===== config.mk =====
export PLATFORM = sky130hd
export DESIGN_NAME = ppu_cpu_regif
export DESIGN_NICKNAME = d
export VERILOG_FILES = /design/src/rtl/ppu_pkg.sv /design/src/rtl/ppu_vram_req_fsm.sv /design/src/rtl/ppu_cpu_regif.sv
export SDC_FILE = /design/constraint.sdc
export NUM_CORES = 1
export LEC_CHECK = 0
export ABC_AREA = 1
export CORE_ASPECT_RATIO = 0.9
export CORE_MARGIN = 2
export CORE_UTILIZATION = 42
export CTS_CLUSTER_SIZE = 28
export DETAILED_ROUTE_END_ITERATION = 7
export PLACE_DENSITY_LB_ADDON = 0.1
export SYNTH_ARGS = -nofsm -noshare
export SYNTH_HDL_FRONTEND = slang
export SYNTH_SLANG_ARGS = --single-unit

===== constraint.sdc =====
create_clock -name clk -period 1.5 [get_ports clk]
set_clock_uncertainty 0.1 [all_clocks]
set_input_delay 0.15 -clock clk [delete_from_list [all_inputs] [get_ports clk]]
set_output_delay 0.15 -clock clk [all_outputs]
set_load 0.02 [all_outputs]

===== src/rtl/ppu_pkg.sv =====
`default_nettype none
// ============================================================================
//  Module      : ppu_pkg
//  Description : Shared definitions for the PPU CPU register interface:
//                register index constants ($2000-$2007) and the VRAM
//                request state encoding.
//  Revision    : 1.0 - initial release
// ============================================================================
package ppu_pkg;

    // Register indices as seen on cpu_addr[2:0]
    localparam logic [2:0] REG_CTRL    = 3'd0;
    localparam logic [2:0] REG_MASK    = 3'd1;
    localparam logic [2:0] REG_STATUS  = 3'd2;
    localparam logic [2:0] REG_OAMADDR = 3'd3;
    localparam logic [2:0] REG_OAMDATA = 3'd4;
    localparam logic [2:0] REG_SCROLL  = 3'd5;
    localparam logic [2:0] REG_ADDR    = 3'd6;
    localparam logic [2:0] REG_DATA    = 3'd7;

    // VRAM request sequencer states
    typedef enum logic [1:0] {
        IDLE  = 2'd0,
        WRITE = 2'd1,
        READ  = 2'd2,
        INC   = 2'd3
    } regif_state_t;

endpackage
`default_nettype wire


===== src/rtl/ppu_vram_req_fsm.sv =====
`default_nettype none
// ============================================================================
//  Module      : ppu_vram_req_fsm
//  Description : PPUDATA ($2007) transaction sequencer. Owns the VRAM
//                address pointer, the read buffer and the request/ack
//                handshake toward VRAM.
//  Ports       : start_wr_i/start_rd_i - one-cycle $2007 write/read requests
//                wdata_i              - data to write (latched on start)
//                addr_inc32_i         - pointer step select (+1 / +32)
//                commit_i/commit_addr_i - $2006 pointer load
//                vram_*               - VRAM request interface
//                rd_buf_o             - PPUDATA read buffer
//                busy_o               - transaction in flight
//  Revision    : 1.0 - initial release
// ============================================================================
module ppu_vram_req_fsm
    import ppu_pkg::*;
#(
    parameter int VRAM_AW = 14,
    parameter int DW      = 8
) (
    input  logic               clk,
    input  logic               rst,
    input  logic               start_wr_i,
    input  logic               start_rd_i,
    input  logic [DW-1:0]      wdata_i,
    input  logic               addr_inc32_i,
    input  logic               commit_i,
    input  logic [VRAM_AW-1:0] commit_addr_i,
    input  logic [DW-1:0]      vram_rdata_i,
    input  logic               vram_ack_i,
    output logic [VRAM_AW-1:0] vram_addr_o,
    output logic [DW-1:0]      vram_wdata_o,
    output logic               vram_we_o,
    output logic               vram_re_o,
    output logic [DW-1:0]      rd_buf_o,
    output logic               busy_o
);

    regif_state_t       state_q, state_d;
    logic [VRAM_AW-1:0] addr_q;
    logic [DW-1:0]      wdata_q;
    logic [DW-1:0]      rd_buf_q;
    logic [VRAM_AW-1:0] w_step;

    assign w_step = addr_inc32_i ? VRAM_AW'(32) : VRAM_AW'(1);

    always_comb begin
        state_d   = state_q;
        vram_we_o = 1'b0;
        vram_re_o = 1'b0;
        case (state_q)
            IDLE: begin
                // Starts arriving while not IDLE are dropped, which is how a
                // $2007 access during a busy transaction gets ignored.
                if (start_wr_i) begin
                    state_d = WRITE;
                end else if (start_rd_i) begin
                    state_d = READ;
                end
            end
            WRITE: begin
                vram_we_o = ~rst;
                if (vram_ack_i) begin
                    state_d = INC;
                end
            end
            READ: begin
                vram_re_o = ~rst;
                if (vram_ack_i) begin
                    state_d = INC;
                end
            end
            INC: begin
                state_d = IDLE;
            end
            default: begin
                state_d = IDLE;
            end
        endcase
    end

    always_ff @(posedge clk) begin
        if (rst) begin
            state_q  <= IDLE;
            addr_q   <= '0;
            wdata_q  <= '0;
            rd_buf_q <= '0;
        end else begin
            state_q <= state_d;
            if ((state_q == IDLE) && start_wr_i) begin
                wdata_q <= wdata_i;
            end
            if ((state_q == READ) && vram_ack_i) begin
                rd_buf_q <= vram_rdata_i;
            end
            // A pointer load from $2006 overrides a coincident increment.
            if (commit_i) begin
                addr_q <= commit_addr_i;
            end else if (state_q == INC) begin
                addr_q <= addr_q + w_step;
            end
        end
    end

    assign vram_addr_o  = addr_q;
    assign vram_wdata_o = wdata_q;
    assign rd_buf_o     = rd_buf_q;
    assign busy_o       = (state_q != IDLE);

endmodule
`default_nettype wire


===== src/rtl/ppu_cpu_regif.sv =====
`default_nettype none
// ============================================================================
//  Module      : ppu_cpu_regif
//  Description : CPU-facing PPU register interface. Converts multi-cycle
//                chip-select accesses into single-cycle register strobes,
//                owns the shared $2005/$2006 write toggle, the $2006 pointer
//                assembly and the CPU read mux.
//  Ports       : cpu_*            - CPU bus (cs held for a whole access)
//                reg_din_o        - latched write data for the register file
//                *_write_en_o     - one-cycle write strobes
//                write_toggle_o   - shared toggle, pre-write value
//                status_*         - PPUSTATUS value / read strobe
//                oamdata_in_i     - OAM read data
//                vram_*, busy_o   - PPUDATA transaction interface
//  Revision    : 1.0 - initial release
// ============================================================================
module ppu_cpu_regif
    import ppu_pkg::*;
#(
    parameter int VRAM_AW = 14,
    parameter int DW      = 8
) (
    input  logic               clk,
    input  logic               rst,
    input  logic               cpu_cs_i,
    input  logic               cpu_rw_i,
    input  logic [2:0]         cpu_addr_i,
    input  logic [DW-1:0]      cpu_din_i,
    output logic [DW-1:0]      cpu_dout_o,
    output logic [DW-1:0]      reg_din_o,
    output logic               ctrl_write_en_o,
    output logic               mask_write_en_o,
    output logic               oamaddr_write_en_o,
    output logic               oamdata_write_en_o,
    output logic               scroll_write_en_o,
    output logic               write_toggle_o,
    input  logic [DW-1:0]      status_in_i,
    output logic               status_read_o,
    input  logic [DW-1:0]      oamdata_in_i,
    input  logic               addr_inc32_i,
    output logic [VRAM_AW-1:0] vram_addr_o,
    output logic [DW-1:0]      vram_wdata_o,
    output logic               vram_we_o,
    output logic               vram_re_o,
    input  logic [DW-1:0]      vram_rdata_i,
    input  logic               vram_ack_i,
    output logic               busy_o
);

    localparam int HI_W = VRAM_AW - DW;

    logic            cs_q;
    logic            wr_pend_q;
    logic            rd_pend_q;
    logic [2:0]      acc_addr_q;
    logic [DW-1:0]   reg_din_q;
    logic            toggle_q;
    logic [HI_W-1:0] addr_hi_q;

    logic            w_stb;
    logic            w_wr_scroll;
    logic            w_wr_addr;
    logic            w_rd_status;
    logic            w_commit;
    logic [DW-1:0]   w_rd_buf;

    // One strobe per access: rising edge of chip select. cs_q resets low so
    // a select already asserted out of reset still counts.
    assign w_stb = cpu_cs_i & ~cs_q;

    always_ff @(posedge clk) begin
        if (rst) begin
            cs_q       <= 1'b0;
            wr_pend_q  <= 1'b0;
            rd_pend_q  <= 1'b0;
            acc_addr_q <= '0;
            reg_din_q  <= '0;
            toggle_q   <= 1'b0;
            addr_hi_q  <= '0;
        end else begin
            cs_q      <= cpu_cs_i;
            wr_pend_q <= w_stb & ~cpu_rw_i;
            rd_pend_q <= w_stb & cpu_rw_i;
            if (w_stb) begin
                acc_addr_q <= cpu_addr_i;
            end
            if (w_stb & ~cpu_rw_i) begin
                reg_din_q <= cpu_din_i;
            end
            // Status read clear takes priority over a toggle flip.
            if (w_rd_status) begin
                toggle_q <= 1'b0;
            end else if (w_wr_scroll | w_wr_addr) begin
                toggle_q <= ~toggle_q;
            end
            if (w_wr_addr & ~toggle_q) begin
                addr_hi_q <= reg_din_q[HI_W-1:0];
            end
        end
    end

    // Decode in the cycle after the strobe, once reg_din holds the data.
    assign ctrl_write_en_o    = wr_pend_q & (acc_addr_q == REG_CTRL);
    assign mask_write_en_o    = wr_pend_q & (acc_addr_q == REG_MASK);
    assign oamaddr_write_en_o = wr_pend_q & (acc_addr_q == REG_OAMADDR);
    assign oamdata_write_en_o = wr_pend_q & (acc_addr_q == REG_OAMDATA);
    assign w_wr_scroll        = wr_pend_q & (acc_addr_q == REG_SCROLL);
    assign w_wr_addr          = wr_pend_q & (acc_addr_q == REG_ADDR);
    assign w_rd_status        = rd_pend_q & (acc_addr_q == REG_STATUS);
    assign w_commit           = w_wr_addr & toggle_q;

    assign scroll_write_en_o  = w_wr_scroll;
    assign status_read_o      = w_rd_status;
    assign write_toggle_o     = toggle_q;
    assign reg_din_o          = reg_din_q;

    always_comb begin
        cpu_dout_o = '0;
        if (cpu_cs_i & cpu_rw_i) begin
            case (cpu_addr_i)
                REG_STATUS:  cpu_dout_o = status_in_i;
                REG_OAMDATA: cpu_dout_o = oamdata_in_i;
                REG_DATA:    cpu_dout_o = w_rd_buf;
                default:     cpu_dout_o = reg_din_q;
            endcase
        end
    end

    ppu_vram_req_fsm #(
        .VRAM_AW (VRAM_AW),
        .DW      (DW)
    ) u_vram_req_fsm (
        .clk           (clk),
        .rst           (rst),
        .start_wr_i    (wr_pend_q & (acc_addr_q == REG_DATA)),
        .start_rd_i    (rd_pend_q & (acc_addr_q == REG_DATA)),
        .wdata_i       (reg_din_q),
        .addr_inc32_i  (addr_inc32_i),
        .commit_i      (w_commit),
        .commit_addr_i ({addr_hi_q, reg_din_q}),
        .vram_rdata_i  (vram_rdata_i),
        .vram_ack_i    (vram_ack_i),
        .vram_addr_o   (vram_addr_o),
        .vram_wdata_o  (vram_wdata_o),
        .vram_we_o     (vram_we_o),
        .vram_re_o     (vram_re_o),
        .rd_buf_o      (w_rd_buf),
        .busy_o        (busy_o)
    );

endmodule
`default_nettype wire


* Word-level counts from Yosys, hierarchy flattened
Cells that the tools add are included.
** Word-level totals
- Register bits :: 53
- Bits in latches :: 0
- Bits in writable memories :: 0
- Memory bits (read-only) :: 0
- Input port bits :: 41
- Output and inout bits :: 48
- Logic and storage cells :: 67
- Memories :: 0
** Operators by class
- Add/sub/neg operators :: 1
- Multiply operators :: 0
- Div/mod/pow operators :: 0
- Magnitude comparators :: 0
- Equality and inequality tests :: 15
- Shift-type cells :: 0
- Muxes and demuxes :: 11
- Bitwise operators :: 20
- Reductions and logical operators :: 9
** Operators with widths (count)
- two-way mux 14 bit :: 2
- one-hot mux 8 bit (3 select lines) :: 1
- equality test 3 bit (second input constant) :: 6
- bitwise AND 1 bit :: 15
- adder 14 bit :: 1
- equality test 3 x 2 -> 1 bit (second input constant) :: 3
- two-way mux 8 bit :: 1
- two-way mux 2 bit :: 3
- two-way mux 6 bit :: 1
- one-hot mux 2 bit (3 select lines) :: 1
- equality test 2 bit (second input constant) :: 2
- NOT 1 bit :: 4
- nonzero test 2 bit :: 2
- OR reduction 2 bit :: 2
- equality test 3 x 1 -> 1 bit (second input constant) :: 1
- zero test 3 bit :: 1
- != test 3 x 1 -> 1 bit (second input constant) :: 1
- equality test 2 x 1 -> 1 bit (second input constant) :: 1
- logical AND 1 bit :: 2
- zero test 2 bit :: 1
- two-way mux 1 bit :: 2
- != test 2 x 1 -> 1 bit (second input constant) :: 1
- AND reduction 2 bit :: 1
- bitwise OR 1 bit :: 1

* Longest topological paths before layout
Gate-level depths: netlist of run 1.
- Depth after elaboration :: 5
- Gate-level depth with buffers :: 12
- Depth with buffers taken out :: 12

* Modules after synthesis
A second synthesis of run 1 with hierarchy kept.
** Unflattened totals
- Cells, all modules :: 432
- Area, all modules :: 2945.3 um^2
** By module, submodules not included
- ppu_vram_req_fsm :: times used 1, cells an instance 241, area each 1655.3 um^2, sequential area each 640.6 um^2
- ppu_cpu_regif :: times used 1, cells an instance 191, area each 1290.0 um^2, sequential area each 420.4 um^2

* Worst setup path after synthesis of run 1
Ideal clock, no wire load.
- Path type :: register to register
- From :: register u_vram_req_fsm.addr_q[0] (netlist: u_vram_req_fsm.vram_addr_o[0])
- To :: register u_vram_req_fsm.addr_q[12] (netlist: u_vram_req_fsm.vram_addr_o[12])
- Setup time :: 109 ps
- Arrival time :: 1385 ps
- Required time :: 1291 ps
- Slack :: -94 ps
- Cell stages (with the launch flop) :: 12
- Buffers on the path :: 0
- Period minus slack after synthesis :: 1594 ps
- Cells stage by stage :: dfxtp_1 -> ha_1 -> ha_1 -> inv_1 -> nor2_1 -> nand2_1 -> nand2_1 -> nand3_1 -> nand2_1 -> nand3_1 -> nand2_1 -> inv_1
** Between the ends
- Cells in the longest elaborated chain, start to end :: 3
** Ends and longest elaborated chain
- from (decl) :: RTL line ppu_vram_req_fsm.sv:41 : logic [VRAM_AW-1:0] addr_q;
- from (signal assigned) :: RTL line ppu_vram_req_fsm.sv:99 : addr_q <= commit_addr_i;
- from (signal assigned) :: RTL line ppu_vram_req_fsm.sv:101 : addr_q <= addr_q + w_step;
- adder 14 bit :: RTL line ppu_vram_req_fsm.sv:101
- two-way mux 14 bit :: RTL line ppu_vram_req_fsm.sv:100 : end else if (state_q == INC) begin
- two-way mux 14 bit :: RTL line ppu_vram_req_fsm.sv:98 : if (commit_i) begin
No other way between the ends. The select of a mux whose other input is x is not followed.
A chain may end at the register's enable or synchronous reset.

* Worst setup path in the final report of run 1
- From :: register u_vram_req_fsm.addr_q[7] (netlist: u_vram_req_fsm.vram_addr_o[7])
- To :: register u_vram_req_fsm.addr_q[9] (netlist: u_vram_req_fsm.vram_addr_o[9])
Same word-level chain as after synthesis.

==> results of run 1 <==
## tightest hold or removal path: stages
cell and delay, ps:
buf_6 110, inv_2 70, buf_4 110, a21oi_1 40
## per-stage QoR
| step | setup TNS (ps) | cells | power (W) |
|---|---|---|---|
| floorplan | -3.52 | 428 | 0.00215 |
| global placement | -10680 | 652 | 0.00272 |
| detailed placement | -11380 | 652 | 0.00274 |
| CTS | 0 | 666 | 0.00387 |
| global route | -922 | 676 | 0.00423 |
| finish | -40.2 | 676 | 0.00402 |
## power by group
group	switching [W]	leakage, nW	internal, W	total (W)
clock network	0.000492	0.0687	0.000672	0.00116
registers	0.0000682	0.435	0.00151	0.00158
logic	0.000662	1.71	0.000616	0.00128
## what timing repair did
| item | CTS | global route |
|---|---|---|
| setup buffers | 7 | 11 |
| pin swaps | 8 | 29 |
| gates cloned | 0 | 2 |
| endpoints found under the setup margin | 59 | 46 |
| gates resized for setup | 148 | 82 |
## how the worst min path moves through the flow
stage / startpoint / to / cells past startpoint
2_1_floorplan: cpu_cs_i / cs_q$_SDFF_PP0_ / 2
3_3_place_gp: addr_hi_q[0]$_SDFFE_PP0P_ / addr_hi_q[0]$_SDFFE_PP0P_ / 2
3_5_place_dp: addr_hi_q[2]$_SDFFE_PP0P_ / addr_hi_q[2]$_SDFFE_PP0P_ / 2
4_1_cts: cpu_addr_i[2] / acc_addr_q[2]$_SDFFE_PP0P_ / 4
5_1_grt: cpu_addr_i[1] / acc_addr_q[1]$_SDFFE_PP0P_ / 4
6_report: cpu_addr_i[1] / acc_addr_q[1]$_SDFFE_PP0P_ / 4
## cell families (layout without fill, tap and decap cells)
group | after synthesis | count (layout)
AOI/OAI and AO/OA | 77 | 77
and+or+nand+nor | 225 | 225
adders and majority gates | 8 | 8
xor gates and xnor gates | 3 | 3
buffers and inverters | 62 | 220
DFF | 53 | 53
## synthesized netlist by cell type (5+ instances only)
| cell type | instances | area [um^2] |
|---|---|---|
| inv_1 | 51 | 191 |
| nand3_1 | 36 | 180 |
| nand2_1 | 98 | 368 |
| nor2_1 | 70 | 263 |
| dfxtp_1 | 53 | 1060 |
| nor3_1 | 5 | 25.0 |
| o21ai_0 | 37 | 185 |
| clkbuf_1 | 6 | 22.5 |
| ha_1 | 8 | 100 |
| a21oi_1 | 33 | 165 |
## state kept, by name, indices dropped and copies added (netlist names)
name and cells:
u_vram_req_fsm.vram_wdata_o 8, addr_hi_q 6, u_vram_req_fsm.rd_buf_o 8, u_vram_req_fsm.state_q 2
acc_addr_q 3, u_vram_req_fsm.vram_addr_o 14, write_toggle_o 1, wr_pend_q 1
reg_din_o 8, cs_q 1, rd_pend_q 1
## final cells by class
type	instances	area (um^2)
clock inverter	3	68.8
fill	550	1820
clock buffer	5	68.8
timing repair buffer	158	1380
multi-input combinational	313	1810
inverter	53	210
sequential	53	1070
tap	90	113
timing repair inverter	1	6.26
## layer usage
layer  up-vias  wire length, um  track usage (%)
met5         -                0                0
met4         0              147             8.31
met3        11              456             4.22
met2       100             4490             43.0
met1      1508             4170             29.4
li1       1693                -                -
==> run metrics, run 1 <==
total of endpoints with negative setup slack in the final report=3; most prevalent standard cell on the critical path=nand3_2; violations in the final reports=negative setup slack; Max Cap Viol=0; ordered cell list for the critical path=nand2_1 > inv_1 > nand3_1 > nand3_2 > nand3_2 > a21oi_2; detailed placer's ending HPWL=just under 7 mm; LEAKAGE=2.21 nW; antenna violations before repair=0; outcome=finished, violations left; maximum frequency from static timing analysis=659 MHz; worst-margin pin slew=307 ps; GPL Wtd Cong=0.914; quantity of hold-fixing buffers added after cts=0; Worst Path Buf+Inv=1; mux share of post-synthesis cell area=0%; portion of the clock cycle consumed by the worst path in the final layout=101%; top fanout value on the critical path=7; global route overflow=0; vias after detailed routing=3312; # nets final=between 600 and 700; crit path time final=1520 ps; die area=between 0.007 and 0.008 mm^2; clock root buffer=clkbuf_8; classification of the worst setup path=reg2reg; top cell family by delay on the critical path=simple AND/OR/NAND/NOR gates; wire length of the first global-routing pass=14.3 mm; Initial Util=43.0%; VDD IR-drop max=0.485 mV; share of final-layout standard cells stronger than drive strength 1=approximately 30%; number of levels the H-tree was split into=2; average wire length per cell after detail routing=13.7 um; ANT nets after route=0; Critical Path Start Type=register; fraction of the mapped netlist area in compound gates=14.3%; top_reg_cell synth=dfxtp_1; count of boundary I/O pins=89; synthesized area per cell=6.59 um^2; Residual DRC=0; most common cell after layout, fill and taps aside=nand2_1; number of flops mapped to enable cells by yosys=0; fin. max-slew vios=0; number of global-route vias before repair=3163; post-synthesis share of cell area spent on xor and xnor gates=0.932%; Placed Instance Area=0.00422 mm^2; number of nets produced by synthesis=477; CP endpoint=u_vram_req_fsm.vram_addr_o[9]$_SDFFE_PP0P_; category of the worst setup path capture point=register; number of standard-cell rows in the floorplan=28; number of sinks driven by the clock tree=53; Synth Instances=428; basic-gate share of the synthesized area counting and, or, nand and nor cells=roughly 35%; area of the mapped netlist=0.00282 mm^2; Critical Path Start=u_vram_req_fsm.vram_addr_o[7]$_SDFFE_PP0P_; slowest stage cell on the critical path=dfxtp_1; part of the Yosys area used for sequential elements=approximately 38%; Worst Hold Margin=110 ps; width of the chip=90.4 um; type of the worst min-delay path=in2reg; overall track demand over capacity in global routing=23.9%; CP Depth=6; floorplan die height=81.7 um; final hold viol count=0; cell depth of the worst flop-to-flop path=6; Area Growth Syn to Fin=67.7%; Relative slew margins=79.5%; number of clock buffers inserted by TritonCTS=5; commonest cells after routing, fill and taps aside=86 x nand2_1, 64 x buf_4, 61 x nor2_1; main combinational cell family by area after synthesis=simple AND/OR/NAND/NOR gates; number of detailed-routing iterations run before antenna repair=6; WP data required=approximately 1700 ps; Design Area, Final=0.00473 mm^2; ratio of total power to cell area=850 mW/mm^2; final core utilization=72.2%; critical path arrival=1670 ps; post-synthesis cell type count=30; drt via density=between 4 and 5; origin of the critical flop-to-flop path=u_vram_req_fsm.vram_addr_o[7]$_SDFFE_PP0P_; final wirelength=9.26 mm; TritonCTS clock tree=yes; Crit Reg-Reg Endpoint=u_vram_req_fsm.vram_addr_o[9]$_SDFFE_PP0P_; number of warnings issued by yosys=0; Antenna Cells=0; Detailed Route Iter0 Violations=approximately 150; area of the core region=0.00655 mm^2; pin count of the biggest net entering global routing=18; Register-to-Register Setup Slack=-20 ps; area share of fa/ha/maj cells after synthesis=between 3 and 4%; post-placement worst setup slack=-958 ps; latest clock arrival within the worst-skew pair=310 ps; CTS max path bufs=2; share of synthesized flip-flops with an asynchronous set or reset=0%; setup repair after global routing missed its margin=true; flip-flop and latch count after synthesis=53; clock slew at reported path FFs=100 ps; highest cell delay on the worst timing path=460 ps; count of buffers inserted at the top-level ports=88; final setup margin=-16.6 ps
Note: power is estimated with default switching activity, not from simulation.
==> inputs of run 2 (changes only) <==
Settings changed: CORE_UTILIZATION 42 to 43, CTS_BUF_LIST from default to sky130_fd_sc_hd__clkbuf_8.
==> run 2 against run 1 <==
Against the previous run:
- the flow still finishes with violations (negative setup slack)
- setup slack worse by 24 ps
- non-clock buffer count is 3 lower
- fmax is 1.6% lower
- combinational power is 6% lower
- die area is 2.2% lower
- via count is 0.18% higher
- utilization is 2.1 points higher
- highest routed layer unchanged
==> run metrics, run 2 (synthesis results as in run 1) <==
outcome=finished, violations left; violations in the final reports=negative setup slack; critical path arrival=1650 ps; final wirelength=9.05 mm; width of the chip=89.4 um; category of the worst setup path capture point=register; die area=0.00722 mm^2; fin. max-slew vios=0; Relative slew margins=81.0%; number of clock buffers inserted by TritonCTS=5; quantity of hold-fixing buffers added after cts=0; GPL Wtd Cong=approximately 0.96; Finished Layout Cells=670; type of the worst min-delay path=in2reg; Detailed Route Iter0 Violations=157; overall power consumption=0.00392 W; Residual DRC=0; Cell Int Power=0.00273 W; number of sinks driven by the clock tree=53; wire length of the first global-routing pass=~14 mm; power share of the sequential group=40.4%; VDD IR-drop max=0.415 mV; total negative setup slack=-47.4 ps; Area Growth Syn to Fin=63.9%; worst-margin pin slew=284 ps; Worst Hold Margin=116 ps; global routing met3 resource utilization=4.98%; global route overflow=0; maximum frequency from static timing analysis=649 MHz; Max Cap Viol=0; top fanout value on the critical path=4; Initial Util=between 40 and 50%; detailed placer's ending HPWL=6.66 mm; setup repair after global routing missed its margin=true; clock root buffer=clkbuf_8; ANT nets after route=0; floorplan die height=80.8 um; LEAKAGE=2.16 nW; number of global-route vias before repair=3137; number of levels the H-tree was split into=2; final setup margin=-40.7 ps; met1 Track Usage GR=about a third; CTS max path bufs=2; combinational share of power=30.7%; most common cell after layout, fill and taps aside=nand2_1; Critical Path Start Type=register; ratio of total power to cell area=848 mW/mm^2; commonest cells after routing, fill and taps aside=84 x nand2_1, 62 x buf_4, 61 x nor2_1; number of standard-cell rows in the floorplan=27; met2 capacity usage during global routing=42.6%; share of power burned in the clock network=28.9%; clock slew at reported path FFs=100 ps; # nets final=roughly 630; WP data required=1610 ps; count of boundary I/O pins=89; portion of the clock cycle consumed by the worst path in the final layout=103%; antenna violations before repair=0; final hold viol count=0; TritonCTS clock tree=yes; overall track demand over capacity in global routing=about 25%; share of final-layout standard cells stronger than drive strength 1=between 20 and 30%; power spent charging and discharging nets=0.00119 W; vias after detailed routing=3318; flip-flop count of the largest register after layout=14; average wire length per cell after detail routing=13.5 um; drt via density=4.95; switching part of the total power=30.4%; final core utilization=74.4%; classification of the worst setup path=reg2reg; most used routing layer in global routing=met2; count of buffers inserted at the top-level ports=88; Antenna Cells=0; placed insts=roughly 660; crit path time final=1540 ps; area of the core region=0.00622 mm^2; pin count of the biggest net entering global routing=20; number of detailed-routing iterations run before antenna repair=5; latest clock arrival within the worst-skew pair=300 ps; total of endpoints with negative setup slack in the final report=2
## run 2: cell count changes in the layout (fill, tap and decap cells not counted), sizes merged
cell / before / now
buf: 89 / 85
clkdlybuf4s15: 0 / 1
## run 2: through the flow
| stage | setup WS, ps | instance area, um^2 |
|---|---|---|
| after floorplan | -3.52 | 2840 |
| after global placement | -841 | 4270 |
| after detailed placement | -845 | 4270 |
| after CTS | -55.7 | 4400 |
| after global routing | -124 | 4620 |
| final | -40.7 | 4620 |
## run 2: what timing repair did
item / 4_1_cts / 5_1_grt
buffers inserted: 3 / 2
cloned: 0 / 1
gates resized for setup: 136 / 75
pin swaps: 9 / 23
endpoints found under the setup margin: 58 / 35
## run 2: final cells by class
cell class | count | area, um^2
Fill cell | 515 | 1590
Clock buffer | 5 | 68.8
Inverter | 53 | 209
Sequential cell | 53 | 1070
Clock inverter | 3 | 65.1
Timing Repair Buffer | 155 | 1330
Tap cell | 87 | 109
Timing Repair inverter | 1 | 6.26
Multi-Input combinational cell | 313 | 1760
## run 2: worst paths after layout
check	startpoint	endpoint	slack [ps]	depth (start not counted)
max reg2reg	u_vram_req_fsm.vram_addr_o[5]$_SDFFE_PP0P_	u_vram_req_fsm.vram_addr_o[12]$_SDFFE_PP0P_	-40	10
min	cpu_addr_i[0]	acc_addr_q[0]$_SDFFE_PP0P_	120	3
max	u_vram_req_fsm.vram_addr_o[5]$_SDFFE_PP0P_	u_vram_req_fsm.vram_addr_o[12]$_SDFFE_PP0P_	-40	10
min reg2reg	addr_hi_q[0]$_SDFFE_PP0P_	addr_hi_q[0]$_SDFFE_PP0P_	370	2
## run 2: critical path, cell delays in order (launching register included)
cell and delay [ps]:
dfxtp_2 350, ha_4 290, nand2_2 100, nor2_4 130
nand2_2 70, nand2_2 90, nand3_1 80, nand2_1 100
nand3_1 70, nand2_1 60, inv_1 40
## run 2: routing by layer
metal	part of all wire, %	vias to the layer above	routed length, um
met1	43	1491	3890
met5	0	-	0
met2	49	128	4440
met3	6.1	15	553
li1	-	1684	-
met4	1.7	0	156
## run 2: power groups by stage
stage	sequential (W)	combinational, W	clock, W
6_report	0.00159	0.00120	0.00113
5_1_grt	0.00160	0.00134	0.00120
4_1_cts	0.00157	0.00110	0.00115
3_5_place_dp	0.00159	0.00112	0
3_3_place_gp	0.00159	0.00110	0
2_1_floorplan	0.00161	0.000542	0
